## config.mk

```make
export PLATFORM = sky130hd
export DESIGN_NAME = mgmt_apb_bridge_flat
export DESIGN_NICKNAME = d
export VERILOG_FILES = /design/src/rtl/mgmt_apb_bridge_if.sv /design/src/rtl/mgmt_apb_bridge.sv /design/src/flat_wrapper.sv
export SDC_FILE = /design/constraint.sdc
export NUM_CORES = 1
export LEC_CHECK = 0
export BUFFER_PORTS_ARGS = -buffer_cell sky130_fd_sc_hd__buf_2
export CAP_MARGIN = 15
export CORE_MARGIN = 2
export CORE_UTILIZATION = 57
export CTS_BUF_LIST = sky130_fd_sc_hd__clkbuf_8
export DETAILED_ROUTE_END_ITERATION = 8
export PLACE_DENSITY_LB_ADDON = 0.12
export SYNTH_ARGS = -nofsm -noshare
export SYNTH_HDL_FRONTEND = slang
export SYNTH_SLANG_ARGS = --single-unit
```

## constraint.sdc

```tcl
create_clock -name clk -period 6.5 [get_ports clk]
set_clock_uncertainty 0.1 [all_clocks]
set_input_delay 1.3 -clock clk [delete_from_list [all_inputs] [get_ports clk]]
set_output_delay 1.3 -clock clk [all_outputs]
set_load 0.02 [all_outputs]
```

## src/rtl/mgmt_apb_bridge_if.sv

```systemverilog
// APB bus bundle between the management bridge and the APB root.
// Requester drives the address/control phase; completer answers.
interface mgmt_apb_bridge_if #(
  parameter int DATA_WIDTH = 32,
  parameter int ADDR_WIDTH = 24
);
  logic                    pclk;
  logic                    preset_n;
  logic                    psel;
  logic                    penable;
  logic                    pwrite;
  logic [ADDR_WIDTH-1:0]   paddr;
  logic [DATA_WIDTH-1:0]   pwdata;
  logic [DATA_WIDTH/8-1:0] pstrb;
  logic [2:0]              pprot;
  logic                    pwakeup;
  logic [DATA_WIDTH-1:0]   prdata;
  logic                    pready;
  logic                    pslverr;

  modport requester (
    output pclk, preset_n, psel, penable, pwrite,
    output paddr, pwdata, pstrb, pprot, pwakeup,
    input  prdata, pready, pslverr
  );

  modport completer (
    input  pclk, preset_n, psel, penable, pwrite,
    input  paddr, pwdata, pstrb, pprot, pwakeup,
    output prdata, pready, pslverr
  );
endinterface

```

## src/rtl/mgmt_apb_bridge.sv

```systemverilog
// QSPI byte stream to APB requester bridge with lane auto-increment,
// strobed partial-word writes and sticky error/overflow status.
module mgmt_apb_bridge #(
  parameter int DATA_WIDTH = 32,
  parameter int ADDR_WIDTH = 24
) (
  input  logic                  clk,
  input  logic                  rst_n,
  input  logic                  start,
  input  logic                  txn_end,
  input  logic                  insn_valid,
  input  logic [7:0]            opcode,
  input  logic [23:0]           addr,
  input  logic                  wr_valid,
  input  logic [7:0]            wr_data,
  input  logic                  rd_ready,
  output logic                  rd_mode,
  output logic                  rd_valid,
  output logic [7:0]            rd_data,
  input  logic                  err_clr,
  output logic                  err,
  output logic [ADDR_WIDTH-1:0] err_addr,
  output logic                  overflow,
  output logic                  busy,
  mgmt_apb_bridge_if.requester  apb
);
  localparam int BYTES = DATA_WIDTH / 8;
  localparam int LB = $clog2(BYTES);
  localparam int AW = ADDR_WIDTH;
  localparam int DW = DATA_WIDTH;
  localparam logic [LB-1:0] LAST = LB'(BYTES - 1);

  typedef enum logic [1:0] {IDLE, SETUP, ACCESS} state_e;

  state_e         state_q, state_d;
  logic           psel_q, psel_d;
  logic           pen_q, pen_d;
  logic           pwr_q, pwr_d;
  logic [AW-1:0]  paddr_q, paddr_d;
  logic [DW-1:0]  pwdata_q, pwdata_d;
  logic [BYTES-1:0] pstrb_q, pstrb_d;
  logic [AW-1:0]  word_q, word_d;
  logic [LB-1:0]  lane_q, lane_d;
  logic           rd_mode_q, rd_mode_d;
  logic           rd_valid_q, rd_valid_d;
  logic [7:0]     rd_data_q, rd_data_d;
  logic [DW-1:0]  hold_q, hold_d;
  logic           hvld_q, hvld_d;
  logic           rq_q, rq_d;
  logic [AW-1:0]  rq_addr_q, rq_addr_d;
  logic [LB-1:0]  rq_lane_q, rq_lane_d;
  logic           cur_rd_q, cur_rd_d;
  logic [LB-1:0]  cur_lane_q, cur_lane_d;
  logic           drop_q, drop_d;
  logic [DW-1:0]  acc_q, acc_d;
  logic [BYTES-1:0] astrb_q, astrb_d;
  logic [AW-1:0]  aaddr_q, aaddr_d;
  logic           pnd_q, pnd_d;
  logic [DW-1:0]  pnd_data_q, pnd_data_d;
  logic [BYTES-1:0] pnd_strb_q, pnd_strb_d;
  logic [AW-1:0]  pnd_addr_q, pnd_addr_d;
  logic           err_q, err_d;
  logic [AW-1:0]  eaddr_q, eaddr_d;
  logic           ovf_q, ovf_d;
  logic           insn_ok, kill, adv, flush;
  logic [DW-1:0]  rsp;

  assign insn_ok = insn_valid && (opcode == 8'h40 || opcode == 8'h41);
  assign kill = start || insn_ok;
  assign rsp = apb.pslverr ? '1 : apb.prdata;

  always_comb begin
    state_d = state_q;
    psel_d = psel_q;
    pen_d = pen_q;
    pwr_d = pwr_q;
    paddr_d = paddr_q;
    pwdata_d = pwdata_q;
    pstrb_d = pstrb_q;
    word_d = word_q;
    lane_d = lane_q;
    rd_mode_d = rd_mode_q;
    rd_valid_d = 1'b0;
    rd_data_d = rd_data_q;
    hold_d = hold_q;
    hvld_d = hvld_q;
    rq_d = rq_q;
    rq_addr_d = rq_addr_q;
    rq_lane_d = rq_lane_q;
    cur_rd_d = cur_rd_q;
    cur_lane_d = cur_lane_q;
    drop_d = drop_q;
    acc_d = acc_q;
    astrb_d = astrb_q;
    aaddr_d = aaddr_q;
    pnd_d = pnd_q;
    pnd_data_d = pnd_data_q;
    pnd_strb_d = pnd_strb_q;
    pnd_addr_d = pnd_addr_q;
    err_d = err_q;
    eaddr_d = eaddr_q;
    ovf_d = ovf_q;
    adv = 1'b0;
    flush = 1'b0;

    if (err_clr) begin
      err_d = 1'b0;
      ovf_d = 1'b0;
    end
    // A new command orphans any read already on the bus.
    if (kill) begin
      rq_d = 1'b0;
      if (state_q != IDLE && cur_rd_q) drop_d = 1'b1;
    end

    if (!kill && rd_mode_q && rd_ready) begin
      adv = 1'b1;
      if (!hvld_q || lane_q == '0) begin
        rq_d = 1'b1;
        rq_addr_d = word_q;
        rq_lane_d = lane_q;
      end else begin
        rd_valid_d = 1'b1;
        rd_data_d = hold_q[{lane_q, 3'b000} +: 8];
      end
    end

    unique case (state_q)
      IDLE: begin
        if (pnd_q) begin
          state_d = SETUP;
          psel_d = 1'b1;
          pen_d = 1'b0;
          pwr_d = 1'b1;
          paddr_d = pnd_addr_q;
          pwdata_d = pnd_data_q;
          pstrb_d = pnd_strb_q;
          pnd_d = 1'b0;
          cur_rd_d = 1'b0;
        end else if (rq_d) begin
          state_d = SETUP;
          psel_d = 1'b1;
          pen_d = 1'b0;
          pwr_d = 1'b0;
          paddr_d = rq_addr_d;
          pstrb_d = '0;
          rq_d = 1'b0;
          cur_rd_d = 1'b1;
          cur_lane_d = rq_lane_d;
        end
      end
      SETUP: begin
        state_d = ACCESS;
        pen_d = 1'b1;
      end
      ACCESS: begin
        if (apb.pready) begin
          state_d = IDLE;
          psel_d = 1'b0;
          pen_d = 1'b0;
          if (apb.pslverr) begin
            err_d = 1'b1;
            if (!err_q) eaddr_d = paddr_q;
          end
          if (cur_rd_q) begin
            if (!drop_d) begin
              hold_d = rsp;
              hvld_d = 1'b1;
              rd_valid_d = 1'b1;
              rd_data_d = rsp[{cur_lane_q, 3'b000} +: 8];
            end
            drop_d = 1'b0;
          end
        end
      end
      default: state_d = IDLE;
    endcase

    if (!kill && wr_valid) begin
      acc_d[{lane_q, 3'b000} +: 8] = wr_data;
      astrb_d[lane_q] = 1'b1;
      aaddr_d = word_q;
      adv = 1'b1;
    end
    flush = !kill && ((wr_valid && lane_q == LAST) ||
                      (txn_end && |astrb_d));
    // The slot may have been freed by a launch this very cycle.
    if (flush) begin
      if (pnd_d) begin
        ovf_d = 1'b1;
      end else begin
        pnd_d = 1'b1;
        pnd_data_d = acc_d;
        pnd_strb_d = astrb_d;
        pnd_addr_d = aaddr_d;
      end
      acc_d = '0;
      astrb_d = '0;
    end

    if (adv) begin
      lane_d = lane_q + LB'(1);
      if (lane_q == LAST) word_d = word_q + AW'(BYTES);
    end
    if (start) rd_mode_d = 1'b0;
    if (insn_ok) begin
      word_d = AW'(addr) & ~AW'(BYTES - 1);
      lane_d = addr[LB-1:0];
      rd_mode_d = (opcode == 8'h40);
      hvld_d = 1'b0;
      acc_d = '0;
      astrb_d = '0;
    end
  end

  always_ff @(posedge clk or negedge rst_n) begin
    if (!rst_n) begin
      state_q <= IDLE;
      psel_q <= 1'b0;
      pen_q <= 1'b0;
      pwr_q <= 1'b0;
      paddr_q <= '0;
      pwdata_q <= '0;
      pstrb_q <= '0;
      word_q <= '0;
      lane_q <= '0;
      rd_mode_q <= 1'b0;
      rd_valid_q <= 1'b0;
      rd_data_q <= '0;
      hold_q <= '0;
      hvld_q <= 1'b0;
      rq_q <= 1'b0;
      rq_addr_q <= '0;
      rq_lane_q <= '0;
      cur_rd_q <= 1'b0;
      cur_lane_q <= '0;
      drop_q <= 1'b0;
      acc_q <= '0;
      astrb_q <= '0;
      aaddr_q <= '0;
      pnd_q <= 1'b0;
      pnd_data_q <= '0;
      pnd_strb_q <= '0;
      pnd_addr_q <= '0;
      err_q <= 1'b0;
      eaddr_q <= '0;
      ovf_q <= 1'b0;
    end else begin
      state_q <= state_d;
      psel_q <= psel_d;
      pen_q <= pen_d;
      pwr_q <= pwr_d;
      paddr_q <= paddr_d;
      pwdata_q <= pwdata_d;
      pstrb_q <= pstrb_d;
      word_q <= word_d;
      lane_q <= lane_d;
      rd_mode_q <= rd_mode_d;
      rd_valid_q <= rd_valid_d;
      rd_data_q <= rd_data_d;
      hold_q <= hold_d;
      hvld_q <= hvld_d;
      rq_q <= rq_d;
      rq_addr_q <= rq_addr_d;
      rq_lane_q <= rq_lane_d;
      cur_rd_q <= cur_rd_d;
      cur_lane_q <= cur_lane_d;
      drop_q <= drop_d;
      acc_q <= acc_d;
      astrb_q <= astrb_d;
      aaddr_q <= aaddr_d;
      pnd_q <= pnd_d;
      pnd_data_q <= pnd_data_d;
      pnd_strb_q <= pnd_strb_d;
      pnd_addr_q <= pnd_addr_d;
      err_q <= err_d;
      eaddr_q <= eaddr_d;
      ovf_q <= ovf_d;
    end
  end

  assign apb.pclk = clk;
  assign apb.preset_n = rst_n;
  assign apb.psel = psel_q;
  assign apb.penable = pen_q;
  assign apb.pwrite = pwr_q;
  assign apb.paddr = paddr_q;
  assign apb.pwdata = pwdata_q;
  assign apb.pstrb = pstrb_q;
  assign apb.pprot = 3'b000;
  assign apb.pwakeup = 1'b0;

  assign rd_mode = rd_mode_q;
  assign rd_valid = rd_valid_q;
  assign rd_data = rd_data_q;
  assign err = err_q;
  assign err_addr = eaddr_q;
  assign overflow = ovf_q;
  assign busy = (state_q != IDLE) || pnd_q;
endmodule

```

## src/flat_wrapper.sv

```systemverilog
// flat-port wrapper written by rule: the top's interface ports become plain ports
module mgmt_apb_bridge_flat 
#(
  parameter int DATA_WIDTH = 32,
  parameter int ADDR_WIDTH = 24
)
  (clk, rst_n, start, txn_end, insn_valid, opcode, addr, wr_valid, wr_data, rd_ready, rd_mode, rd_valid, rd_data, err_clr, err, err_addr, overflow, busy, apb_pclk, apb_preset_n, apb_psel, apb_penable, apb_pwrite, apb_paddr, apb_pwdata, apb_pstrb, apb_pprot, apb_pwakeup, apb_prdata, apb_pready, apb_pslverr);
  mgmt_apb_bridge_if #(.DATA_WIDTH(DATA_WIDTH), .ADDR_WIDTH(ADDR_WIDTH)) apb_i ();
  input  logic clk;
  input  logic rst_n;
  input  logic start;
  input  logic txn_end;
  input  logic insn_valid;
  input  logic [7:0] opcode;
  input  logic [23:0] addr;
  input  logic wr_valid;
  input  logic [7:0] wr_data;
  input  logic rd_ready;
  output logic rd_mode;
  output logic rd_valid;
  output logic [7:0] rd_data;
  input  logic err_clr;
  output logic err;
  output logic [ADDR_WIDTH-1:0] err_addr;
  output logic overflow;
  output logic busy;
  output wire logic [$bits(apb_i.pclk)-1:0] apb_pclk;
  output wire logic [$bits(apb_i.preset_n)-1:0] apb_preset_n;
  output wire logic [$bits(apb_i.psel)-1:0] apb_psel;
  output wire logic [$bits(apb_i.penable)-1:0] apb_penable;
  output wire logic [$bits(apb_i.pwrite)-1:0] apb_pwrite;
  output wire logic [$bits(apb_i.paddr)-1:0] apb_paddr;
  output wire logic [$bits(apb_i.pwdata)-1:0] apb_pwdata;
  output wire logic [$bits(apb_i.pstrb)-1:0] apb_pstrb;
  output wire logic [$bits(apb_i.pprot)-1:0] apb_pprot;
  output wire logic [$bits(apb_i.pwakeup)-1:0] apb_pwakeup;
  input wire logic [$bits(apb_i.prdata)-1:0] apb_prdata;
  input wire logic [$bits(apb_i.pready)-1:0] apb_pready;
  input wire logic [$bits(apb_i.pslverr)-1:0] apb_pslverr;
  assign apb_pclk = apb_i.pclk;
  assign apb_preset_n = apb_i.preset_n;
  assign apb_psel = apb_i.psel;
  assign apb_penable = apb_i.penable;
  assign apb_pwrite = apb_i.pwrite;
  assign apb_paddr = apb_i.paddr;
  assign apb_pwdata = apb_i.pwdata;
  assign apb_pstrb = apb_i.pstrb;
  assign apb_pprot = apb_i.pprot;
  assign apb_pwakeup = apb_i.pwakeup;
  assign apb_i.prdata = apb_prdata;
  assign apb_i.pready = apb_pready;
  assign apb_i.pslverr = apb_pslverr;
  mgmt_apb_bridge #(.DATA_WIDTH(DATA_WIDTH), .ADDR_WIDTH(ADDR_WIDTH)) u_core (.clk(clk), .rst_n(rst_n), .start(start), .txn_end(txn_end), .insn_valid(insn_valid), .opcode(opcode), .addr(addr), .wr_valid(wr_valid), .wr_data(wr_data), .rd_ready(rd_ready), .rd_mode(rd_mode), .rd_valid(rd_valid), .rd_data(rd_data), .err_clr(err_clr), .err(err), .err_addr(err_addr), .overflow(overflow), .busy(busy), .apb(apb_i));
endmodule
```

==> flow_summary.toml <==
[run_status]
status = "finished, final reports clean"

[drt]
postRouteAntennaNets = 0
vias = 9142
drcViolationCount = 0
first_iter_violations = 443
first_pass_iters = 4
routed_via_density = 5.40
routed_wl_um = 28900
wl_per_cell_um = 17.1

[global_routing]
antenna_found_initial = 2
grt_util_all_layers_pct = 24.4
grt-ovfl-total = 0
grt_pass1_wl_um = 47100
grt_pass1_vias = 9099
grt_max_degree = 130

[clock_network]
clock_latency_ns = 0.66
clk_pin_slew_ns = 0.06
cts_tree = "done"
cts_setup_buffers = 0
hold_buffers = 0
ctsResizeCount = 0

[synthesis]
ys_ff_latch = 310
netlist_instances = 1163
synth_top_family_by_area = "multiplexers"
synth_fa_ha_area_share_pct = 0.846
synth_xor_area_share_pct = 1.32
synth-simple-area-share_pct = 9.30
synthFlopType = "dfrtp_1"
synthesis.area_um2 = 13300
synth_compound_area_share_pct = 10.8
async_reset_ff_share_pct = 100
muxShareOfSynthArea_pct = 14.2
synth.avg_cell_area_um2 = 11.4
yosysTopAreaCellShare_pct = 58.3
synth_area_leaders = "dfrtp_1 58%, mux2i_1 5.1%, mux2_2 4.4%"
synth_edf_count = 0
ys_warn_count = 0
synthDistinctLibCells = 54
synth.yosys.seq_area_share_pct = 58.3
synth_top_cell_by_area = "dfrtp_1"

[layout]
fin_area_um2 = 15400
nets = 1436
drive_gt1_share_pct = 26.4
syn_to_final_growth_pct = 15.9

[setup_path]
max_stage_delay_ns = 0.15
worstPathRequired_ns = 5.10
crit_fanout = 2
cp-start-kind = "clock port"
cpMostUsedCell = "clkbuf_8"
crit_chain = "clkbuf_8 > clkbuf_8 > buf_2"
path_class = "clk -> out"
cp_slowest_cell = "buf_2"
endpoint_kind = "output port"
arrival_ns = 3.62
ff2ff_path_depth = 6

[timing]
whs_ns = 0.372
max-slew-margin-rel_pct = 31.8
hold_viol_final = 0
tightestPinTransition_ns = 1.02
tns_ns = 0
drv_slew = 0
rsz0062_at_grt = "no"
setup_viol_count_final = 0

[die]
die_h_um = 157
die_area_um2 = 24600
num_rows = 55
die_x_um = 157
num_io_pins = 188
coreArea_um2 = 22800
initial_core_util_pct = 58.4

[place]
portBuffers = 183
dp_hpwl_um = 18900
placement.cell_area_um2 = 14400
gp_routability_congestion = 0.780

[hold_path]
hold_depth = 2
hold_path_class = "reg -> reg"

[power]
p_leak_nw = 7.90
pwr_density_cell_nw_per_um2 = 406
vdd_drop_max_mv = 0.297

[run]
drv_cap = 0
critical path, delay by kind of cell:
family	cells	cell delay, ns
buffers and inverters	3	0.38
cells in the final DEF, fill, tap and decap left out, drive strengths merged, types with 2 or more instances in the layout:
master and count:
xnor2 4, or2 2, clkbuf 64, nor4 2, nor3 5, a21oi 66
nand4 7, o31a 2, o22a 2, a31oi 35, o22ai 3, or3 3
a221oi 21, o21ai 57, nand2b 4, and2 10, buf 198, a21boi 33
and3 6, clkinv 5, nor2b 4, nor2 156, conb 4, nand3 13
mux2i 68, mux2 72, xor2 16, dfrtp 310, and4 2, ha 9
nor3b 3, nand2 59, inv 103, mux4 16, a22o 4
cell families (layout without fill, tap and decap cells):
group | count (synthesis) | after routing
buffers and inverters | 158 | 371
other | 1 | 5
AND/OR/NAND/NOR | 279 | 279
multiplexers | 156 | 156
XOR/XNOR | 20 | 20
adder cells (fa/ha/maj) | 9 | 9
flip-flops | 310 | 310
AO/OA/AOI/OAI | 230 | 230
state kept, by name (all words and copies together), names as in the netlist, 2 cells and up:
| signal | cells |
|---|---|
| u_core.rq_lane_q | 2 |
| u_core.apb.pstrb | 4 |
| u_core.word_q | 22 |
| u_core.apb.paddr | 24 |
| u_core.cur_lane_q | 2 |
| u_core.acc_q | 32 |
| u_core.pnd_addr_q | 24 |
| u_core.rq_addr_q | 24 |
| u_core.astrb_q | 4 |
| u_core.apb.pwdata | 32 |
| u_core.hold_q | 32 |
| u_core.lane_q | 2 |
| u_core.err_addr | 24 |
| u_core.rd_data | 8 |
| u_core.aaddr_q | 24 |
| u_core.pnd_strb_q | 4 |
| u_core.pnd_data_q | 32 |
| u_core.state_q | 2 |
path summary, 6_finish.rpt:
check	from	endpoint	slack, ns
min reg2reg	u_core.apb.pwdata[7]	u_core.apb.pwdata[7]	0.37
max reg2reg	u_core.lane_q[1]	u_core.apb.paddr[5]	3.15
min in group asynchronous	rst_n	u_core.err_addr[6]	0.63
max	clk	apb_pclk	1.48
min	u_core.apb.pwdata[7]	u_core.apb.pwdata[7]	0.37
max in group asynchronous	rst_n	u_core.apb.pwdata[8]	3.82
layer usage:
layer | vias to the layer above | GRT usage (%) | part of all wire (%)
li1 | 4351 | - | -
met4 | 2 | 7.16 | 2.0
met5 | - | 0 | 0.045
met2 | 197 | 40.1 | 49
met1 | 4543 | 33.2 | 45
met3 | 49 | 4.82 | 4.5
cell type report:
cell class              instances  area [µm²]
flip-flops and latches        310        7760
fillers                      1790        7360
multi-input cells             698        4910
repair buffers                197        1050
clock buffers                  65         886
well taps                     313         392
inverters                      85         319
clock inverters                24         100
diodes                          1        2.50
Yosys cell counts (17+ instances only):
| cell | number |
|---|---|
| a21oi_1 | 65 |
| a221oi_1 | 21 |
| a21boi_0 | 33 |
| inv_1 | 85 |
| o21ai_0 | 57 |
| clkbuf_1 | 39 |
| mux2_2 | 52 |
| nand2_1 | 58 |
| buf_2 | 17 |
| nor2_1 | 156 |
| dfrtp_1 | 310 |
| mux2i_1 | 68 |
| a31oi_1 | 35 |
report_power, final:
group	internal, mW	switching [mW]
clock network	0.883	0.745
logic	0.734	1.18
registers	2.42	0.297
total	4.04	2.22
metrics by stage:
step           util (%)  power [mW]  setup slack [ns]  std cells
2_1_floorplan         -        4.04              1.72       1166
5_1_grt            67.7        6.65              1.47       1692
3_3_place_gp       63.3        4.63              1.71       1603
4_1_cts            67.6        6.31              1.48       1691
6_report           67.7        6.26              1.48       1693
3_5_place_dp       63.3        4.68              1.71       1603
Power figures use the tool's default switching activity.
